`config.mk`:
```
export PLATFORM = sky130hd
export DESIGN_NAME = data_gen_inj
export DESIGN_NICKNAME = d
export VERILOG_FILES = /design/src/rtl/data_gen_inj.sv
export SDC_FILE = /design/constraint.sdc
export NUM_CORES = 1
export LEC_CHECK = 0
export ABC_AREA = 1
export CAP_MARGIN = 20
export CORE_ASPECT_RATIO = 2
export CORE_MARGIN = 8
export CORE_UTILIZATION = 45
export CTS_CLUSTER_SIZE = 25
export DETAILED_ROUTE_END_ITERATION = 8
export DONT_BUFFER_PORTS = 1
export GPL_ROUTABILITY_DRIVEN = 0
export PLACE_DENSITY = 0.63
export RECOVER_POWER = 50
export SETUP_SLACK_MARGIN = 0.15
export SLEW_MARGIN = 10
export SYNTH_ARGS = -nofsm -noshare
export SYNTH_HDL_FRONTEND = slang
export SYNTH_SLANG_ARGS = --single-unit
```
`constraint.sdc`:
```
create_clock -name clk -period 2.06 [get_ports clk]
set_input_delay 0.412 -clock clk [delete_from_list [all_inputs] [get_ports clk]]
set_output_delay 0.412 -clock clk [all_outputs]
set_load 0.03 [all_outputs]
```
`src/rtl/data_gen_inj.sv`:
```
// Packet source: header {ID, seq}, running data words and a checksum trailer on an
// AXI-Stream master, with on-demand ID / data / checksum error injection.
module data_gen_inj #(
  parameter int         PACKET_WORD_LEN_BITS = 16,
  parameter int         PACKET_LEN_WORDS     = 12,
  parameter logic [7:0] PACKET_ID            = 8'hAE,
  parameter int         PACKET_PAUSE_TICKS   = 10
) (
  input  logic                            clk,
  input  logic                            rst,
  input  logic                            gen_en,
  input  logic                            inj_data_err,
  input  logic                            inj_id_err,
  input  logic                            inj_cs_err,
  output logic [PACKET_WORD_LEN_BITS-1:0] m_axis_tdata,
  output logic                            m_axis_tvalid,
  output logic                            m_axis_tlast,
  input  logic                            m_axis_tready,
  output logic [31:0]                     pkt_cnt,
  output logic [31:0]                     inj_cnt,
  output logic                            busy,
  output logic [1:0]                      dbg_state
);

  // Handshake: a word moves only on a cycle with tvalid && tready. Once tvalid is
  // high, tdata and tlast hold and tvalid stays high until that transfer happens.

  localparam int              W          = PACKET_WORD_LEN_BITS;
  localparam int              N          = PACKET_LEN_WORDS;
  localparam int              IW         = $clog2(N);
  localparam logic [IW-1:0]   CS_IDX     = IW'(N - 1);
  localparam logic [IW-1:0]   DATA0_IDX  = IW'(1);
  localparam logic [W-1:0]    LSB        = W'(1);
  localparam bit              USE_PAUSE  = (PACKET_PAUSE_TICKS >= 2);
  localparam logic [31:0]     PAUSE_LAST = USE_PAUSE ? 32'(PACKET_PAUSE_TICKS - 2) : 32'd0;
  localparam int              F_ID       = 0;
  localparam int              F_DATA     = 1;
  localparam int              F_CS       = 2;

  typedef enum logic [1:0] {
    ST_IDLE  = 2'd0,
    ST_SEND  = 2'd1,
    ST_PAUSE = 2'd2
  } state_t;

  state_t        state_q,     state_d;
  logic [W-1:0]  tdata_q,     tdata_d;
  logic          tvalid_q,    tvalid_d;
  logic          tlast_q,     tlast_d;
  logic          busy_q,      busy_d;
  logic [IW-1:0] word_idx_q,  word_idx_d;
  logic [W-1:0]  data_cnt_q,  data_cnt_d;
  logic [W-1:0]  csum_q,      csum_d;
  logic [31:0]   pkt_cnt_q,   pkt_cnt_d;
  logic [31:0]   inj_cnt_q,   inj_cnt_d;
  logic [31:0]   pause_cnt_q, pause_cnt_d;
  logic [2:0]    pend_q,      pend_d;
  logic [2:0]    act_q,       act_d;

  logic [2:0]    inj_req;
  logic          accept;
  logic [IW-1:0] next_idx;
  logic [W-1:0]  sum_next;
  logic [W-9:0]  seq;

  assign inj_req  = {inj_cs_err, inj_data_err, inj_id_err};
  assign accept   = tvalid_q & m_axis_tready;
  assign next_idx = word_idx_q + IW'(1);
  assign sum_next = csum_q + tdata_q;
  assign seq      = (W-8)'(pkt_cnt_q);

  always_comb begin
    state_d     = state_q;
    tdata_d     = tdata_q;
    tvalid_d    = tvalid_q;
    tlast_d     = tlast_q;
    word_idx_d  = word_idx_q;
    data_cnt_d  = data_cnt_q;
    csum_d      = csum_q;
    pkt_cnt_d   = pkt_cnt_q;
    inj_cnt_d   = inj_cnt_q;
    pause_cnt_d = pause_cnt_q;
    pend_d      = pend_q | inj_req;
    act_d       = act_q;

    case (state_q)
      ST_IDLE: begin
        if (gen_en) begin
          // A request arriving on this very edge still belongs to this packet.
          act_d      = pend_q | inj_req;
          pend_d     = '0;
          state_d    = ST_SEND;
          tvalid_d   = 1'b1;
          tlast_d    = 1'b0;
          word_idx_d = '0;
          csum_d     = '0;
          tdata_d    = {PACKET_ID ^ {8{act_d[F_ID]}}, seq};
        end
      end

      ST_SEND: begin
        if (accept) begin
          if (tlast_q) begin
            pkt_cnt_d   = pkt_cnt_q + 32'd1;
            if (|act_q) inj_cnt_d = inj_cnt_q + 32'd1;
            act_d       = '0;
            tvalid_d    = 1'b0;
            tlast_d     = 1'b0;
            pause_cnt_d = '0;
            state_d     = USE_PAUSE ? ST_PAUSE : ST_IDLE;
          end else begin
            word_idx_d = next_idx;
            csum_d     = sum_next;
            if (word_idx_q != '0) data_cnt_d = data_cnt_q + W'(1);
            if (next_idx == CS_IDX) begin
              tdata_d = act_q[F_CS] ? (sum_next ^ LSB) : sum_next;
              tlast_d = 1'b1;
            end else begin
              tdata_d = data_cnt_d;
              if (act_q[F_DATA] && next_idx == DATA0_IDX) tdata_d = data_cnt_d ^ LSB;
            end
          end
        end
      end

      ST_PAUSE: begin
        // The IDLE cycle that samples gen_en is the final idle tick of the gap.
        if (pause_cnt_q == PAUSE_LAST) state_d = ST_IDLE;
        else pause_cnt_d = pause_cnt_q + 32'd1;
      end

      default: state_d = ST_IDLE;
    endcase

    busy_d = (state_d != ST_IDLE);
  end

  always_ff @(posedge clk) begin
    if (rst) begin
      state_q     <= ST_IDLE;
      tdata_q     <= '0;
      tvalid_q    <= 1'b0;
      tlast_q     <= 1'b0;
      busy_q      <= 1'b0;
      word_idx_q  <= '0;
      data_cnt_q  <= '0;
      csum_q      <= '0;
      pkt_cnt_q   <= '0;
      inj_cnt_q   <= '0;
      pause_cnt_q <= '0;
      pend_q      <= '0;
      act_q       <= '0;
    end else begin
      state_q     <= state_d;
      tdata_q     <= tdata_d;
      tvalid_q    <= tvalid_d;
      tlast_q     <= tlast_d;
      busy_q      <= busy_d;
      word_idx_q  <= word_idx_d;
      data_cnt_q  <= data_cnt_d;
      csum_q      <= csum_d;
      pkt_cnt_q   <= pkt_cnt_d;
      inj_cnt_q   <= inj_cnt_d;
      pause_cnt_q <= pause_cnt_d;
      pend_q      <= pend_d;
      act_q       <= act_d;
    end
  end

  assign m_axis_tdata  = tdata_q;
  assign m_axis_tvalid = tvalid_q;
  assign m_axis_tlast  = tlast_q;
  assign pkt_cnt       = pkt_cnt_q;
  assign inj_cnt       = inj_cnt_q;
  assign busy          = busy_q;
  assign dbg_state     = state_q;

endmodule
```
==> results of run 1 <==
## cells by family after synthesis
family	share of synthesized area [%]
compound gates	11.9
xor+xnor	3.99
fa+ha+maj	3.24
buf+inv	9.65
flops	32.2
mux	0.101
simple gates	38.9
## layout make-up
cell class | instances | area, sq um | share of cell area, %
clock buffer | 20 | 447 | 3.94
timing repair buffer | 110 | 602 | 5.30
sequential | 159 | 3190 | 28.1
inverter | 194 | 751 | 6.62
tap | 273 | 342 | 3.01
clock inverter | 12 | 138 | 1.21
multi-input combinational | 1189 | 5880 | 51.8
## routing by layer
metal	track usage [%]	vias up
met5	0	-
met4	21.6	0
met3	5.38	149
met2	48.0	301
met1	21.4	4820
li1	-	5253
## flip-flops by register name, indices dropped and copies added, names as in the netlist, 2 cells and up
register      count
data_cnt_q       16
act_q             3
csum_q           16
m_axis_tdata     16
pend_q            3
dbg_state         2
word_idx_q        4
pause_cnt_q      32
inj_cnt          32
pkt_cnt          32
## power by group through the flow
stage                     Sequential [mW]  Clock [mW]  Combinational, mW
after floorplan                      3.30           0              0.285
after global placement               3.25           0              0.475
after detailed placement             3.25           0              0.480
after CTS                            3.18        3.26              0.483
after global routing                 3.19        3.38              0.519
final                                3.18        3.21              0.472
## placed cells by master, fill, tap and decap left out, types with 5 or more instances in the layout
master,instances
nor3_2,6
nand3_1,112
nand4_1,24
a21oi_1,140
inv_1,185
clkbuf_16,17
inv_2,5
nor2_2,6
xnor2_1,13
clkinvlp_4,10
clkbuf_1,71
ha_1,19
a21oi_2,10
nor2_1,172
nand3b_1,8
o21ai_0,55
nand2_1,475
buf_4,32
nand2_4,5
o211ai_1,9
nand2_2,9
or2_2,6
dfxtp_1,155
xor2_1,29
nor3_1,52
## synth_stat cells (all sizes together)
library cell	count	share of area (%)
nor3b	3	0.23
nand3	116	6.0
inv	192	7.3
nor3	60	3.5
nand4	24	1.5
a211oi	2	0.15
mux2i	1	0.10
xor2	32	2.8
fa	1	0.20
buf	20	1.3
o21a	3	0.23
dfxtp	159	32
nor4	3	0.32
clkinv	2	0.14
clkbuf	24	0.92
nor2	181	7.2
ha	24	3.0
or2	6	0.38
nand2	489	19
and2	1	0.063
nand3b	8	0.61
and3	2	0.13
xnor2	13	1.2
o21ai	60	3.0
a21oi	150	7.7
a21o	1	0.076
o211ai	9	0.68
## worst max-delay path, cell delays in order, from the launching register on
cell and delay, ns:
dfxtp_1 0.33, clkbuf_1 0.26, nor2_1 0.37, buf_4 0.41, inv_1 0.08, nor2_1 0.11
nand2_1 0.06, a21oi_1 0.16
## through the flow
| step | worst slack (ns) | cells | hold slack [ns] | utilization, % | total power, mW |
|---|---|---|---|---|---|
| finish | 0.209 | 1957 | 0.0243 | 52.6 | 6.86 |
| CTS | 0.137 | 1955 | 0.0110 | 53.0 | 6.93 |
| global placement | 0.184 | 1922 | 0.449 | 50.2 | 3.72 |
| global route | 0.0640 | 1957 | 0.00812 | 52.6 | 7.08 |
| detailed placement | 0.134 | 1922 | 0.447 | 50.2 | 3.73 |
| floorplan | 0.202 | 1586 | 0.437 | - | 3.59 |
## repair_timing
action,4_1_cts,5_1_grt
setup endpoints to repair,4,54
gates resized for setup,3,43
pin swaps,0,2
hold endpoints to repair,0,0
setup buffers,1,2
hold buffers,0,0
## how the worst max path moves through the flow
stage | start | to | slack, ns | cells after the start
3_5_place_dp | word_idx_q[1] | m_axis_tdata[4] | 0.13 | 10
4_1_cts | word_idx_q[1] | m_axis_tdata[4] | 0.14 | 10
2_1_floorplan | m_axis_tdata[2] | m_axis_tdata[7] | 0.20 | 9
5_1_grt | m_axis_tlast | inj_cnt[18] | 0.06 | 12
3_3_place_gp | m_axis_tdata[2] | m_axis_tdata[7] | 0.18 | 9
6_report | dbg_state[0] | pause_cnt_q[3] | 0.21 | 7
==> metrics.yaml, run 1 <==
cts_buffer_depth: 2
clk_pin_slew_ns: 0.07
start_util_pct: 45.8
top_layer: "met4"
r2r_slack_ns: 0.21
arrival_ns: 2.22
drive_gt1_share_pct: 8.73
netlist_area_sq_um: 9880
drtPass1Iterations: 7
sw_frac_of_total_pct: 25.9
synth_nets: 1618
portBuffers: 0
clock.fmax_mhz: 540
die_w_microns: 121
worstRegToRegCells: 7
drcViolationCount: 0
wl_met1_microns: 10900
cts-buffers-inserted: 17
syn_area_per_cell_sq_um: 6.23
clock-sinks: 159
synth_seq_cells: 159
drv_slew: 0
relSlewSlack_pct: 56.4
seqPwrFrac_pct: 46.3
cts_root_buffer: "clkbuf_16"
routed-wl-met2_microns: 18200
final_area_sq_um: 11300
antenna_cells: 0
hold_depth: 1
critPathMaxFanout: 30
power_frac_clock_pct: 46.8
synth_cell_type_count: 43
criticalPathCategory: "reg -> reg"
dieArea_sq_um: 27200
rsz0062_at_grt: "yes"
hold_path.class: "in -> reg"
place_hpwl_microns: 25800
rows: 76
min_from: "rst"
syn_to_final_growth_pct: 14.8
min_period_over_period_pct: 89.9
num_vias: 10523
grt_pass1_wl_microns: 52900
die_h_microns: 226
grtUsageTotal_pct: 25.2
end_kind: "flip-flop"
status: "finished clean"
period_minus_slack_ns: 1.85
ir_drop_mv: 0.436
fill_cells: 2246
first_global_vias: 10452
hold_end: "csum_q[14]"
syn_inst: 1586
cts_tree: "yes"
power_density_nw_per_um2: 605
avgViaCountPerCell: 5.38
wl_per_cell_microns: 17.2
startpoint_type: "flip-flop"
finalHoldViolations: 0
io_pins: 92
overflow: 0
ys_seq_area_share_pct: 32.2
dr.first_iter.drc_count: 570
drtAntennaViolNets: 0
p_sw_mw: 1.78
r2r-end: "pause_cnt_q[3]"
drv_cap: 0
fin_tns_setup_ns: 0
antenna_found_initial: 0
met3_length_microns: 1610
p_int_mw: 5.09
clock_latency_ns: 0.45
grt_max_degree: 111
placed_area_sq_um: 10800
p_comb_share_pct: 6.9
ys_warn_count: 0
fin_nets: 1703
worstMarginPinSlew_ns: 0.654
crit_required_ns: 2.43
power.leakage_nw: 4.38
wirelength_microns: 33600
core-area_sq_um: 21600
setup_viol: 0
r2r-start: "dbg_state[0]"
htreeDepth: 4
finClkSkew_ns: 0.00976
No activity file was read; power rests on OpenSTA's default activity.
==> inputs of run 2 (changes only) <==
--- a/config.mk
+++ b/config.mk
@@ -14,7 +14,7 @@
 export DETAILED_ROUTE_END_ITERATION = 8
 export DONT_BUFFER_PORTS = 1
 export GPL_ROUTABILITY_DRIVEN = 0
-export PLACE_DENSITY = 0.63
+export PLACE_DENSITY = 0.59
 export RECOVER_POWER = 50
 export SETUP_SLACK_MARGIN = 0.15
 export SLEW_MARGIN = 10
==> metrics.yaml, run 2 (same netlist as run 1, synthesis figures left out) <==
avgViaCountPerCell: 5.34
crit_required_ns: 2.45
dp_slack_ns: 0.155
clock.fmax_mhz: 547
cts_root_buffer: "clkbuf_16"
clk_pin_slew_ns: 0.07
crit_start: "inj_cnt[17]"
drtPass1Iterations: 5
relSlewSlack_pct: 55.8
start_util_pct: 45.8
criticalPathCategory: "reg -> reg"
final_cell_mix: "473 x nand2_1, 188 x inv_1, 172 x nor2_1"
die_w_microns: 121
drcViolationCount: 0
antenna_cells: 0
worstMarginPinSlew_ns: 0.663
cts_buffer_depth: 2
clock_latency_ns: 0.45
min_period_over_period_pct: 88.8
drive_gt1_share_pct: 9.20
fin_tns_setup_ns: 0
power.leakage_nw: 4.44
startpoint_type: "flip-flop"
drv_slew: 0
dr.first_iter.drc_count: 636
hold_path.class: "in -> reg"
ir_drop_mv: 0.510
power_density_nw_per_um2: 599
cts_tree: "yes"
drv_cap: 0
cts_hold_buf: 0
status: "finished clean"
r2r_slack_ns: 0.23
r2r-start: "inj_cnt[17]"
die_h_microns: 226
io_pins: 92
grtUsageTotal_pct: 24.8
arrival_ns: 2.21
drtAntennaViolNets: 0
finalHoldViolations: 0
fin_ws_ns: 0.231
wirelength_microns: 33700
end_kind: "flip-flop"
portBuffers: 0
worstSetupEndpoint: "inj_cnt[24]"
clock-sinks: 159
core-area_sq_um: 21600
critPathMaxFanout: 4
setup_viol: 0
cts-buffers-inserted: 17
num_vias: 10504
syn_to_final_growth_pct: 16.0
grt_max_degree: 111
period_minus_slack_ns: 1.83
wl_per_cell_microns: 17.1
place_hpwl_microns: 25500
htreeDepth: 4
worstRegToRegCells: 9
r2r-end: "inj_cnt[24]"
rsz0062_at_grt: "yes"
rows: 76
dieArea_sq_um: 27200
grt_pass1_wl_microns: 52000
antenna_found_initial: 0
overflow: 0
fin_nets: 1714
finClkSkew_ns: 0.00989
final_common_cell: "nand2_1"
first_global_vias: 10144
run 2: cell types whose count changed in the layout (fill, tap and decap cells not counted), moves of 4 or more:
cell	previous run	this run
clkinv_4	1	5
inv_6	1	5
clkinvlp_4	10	5
buf_4	32	40
run 2: worst min path at each step:
stage | from | endpoint | slack (ns) | cells past startpoint
2_1_floorplan | pend_q[0] | pend_q[0] | 0.44 | 2
3_3_place_gp | act_q[0] | act_q[0] | 0.44 | 2
5_1_grt | rst | csum_q[11] | 0.006 | 1
6_report | rst | csum_q[11] | 0.02 | 1
3_5_place_dp | csum_q[0] | csum_q[0] | 0.45 | 2
4_1_cts | rst | csum_q[11] | 0.01 | 1
run 2: power breakdown:
group          internal (mW)  switching [mW]  total [mW]
Sequential              3.13          0.0516        3.18
Clock                   1.70            1.48        3.18
Combinational          0.157           0.346       0.503
run 2: critical path, cell delays in order, from the launching register on:
cell      delay, ns
dfxtp_1        0.42
clkbuf_1       0.38
nand2_1        0.17
nor2_1         0.21
nand2_1        0.08
nor2_1         0.10
nand2_1        0.09
xnor2_1        0.14
nand2_1        0.06
a21oi_1        0.11
run 2: cell type report:
class | instances | area (sq um)
Clock buffer | 17 | 425
Clock inverter | 15 | 155
Fill cell | 2308 | 10100
Inverter | 194 | 738
Multi-Input combinational cell | 1189 | 5940
Sequential cell | 159 | 3190
Tap cell | 273 | 342
Timing Repair Buffer | 121 | 667
run 2: layer usage:
layer  up-vias  track usage [%]  wire length, microns
met5         -                0                     0
met3       122             6.50                  1940
li1       5277                -                     -
met1      4826             21.4                 11200
met2       279             47.4                 18300
met4         0             18.0                  2320
run 2: timing repair:
action                                  CTS  global route
buffers inserted                          2             4
endpoints found under the hold margin     0             0
cloned                                    0             1
pin swaps                                 0             4
gates resized for setup                   1            49
endpoints found under the setup margin    1            37
run 2: metrics by stage:
step	hold WS, ns	instances	instance area (sq um)	utilization [%]	total power, mW
2_1_floorplan	0.437	1586	9880	-	3.59
3_3_place_gp	0.443	1929	10900	50.5	3.75
3_5_place_dp	0.453	1929	10900	50.5	3.75
4_1_cts	0.0107	1963	11500	53.3	6.94
5_1_grt	0.00624	1968	11500	53.1	7.09
6_report	0.0182	1968	11500	53.1	6.86
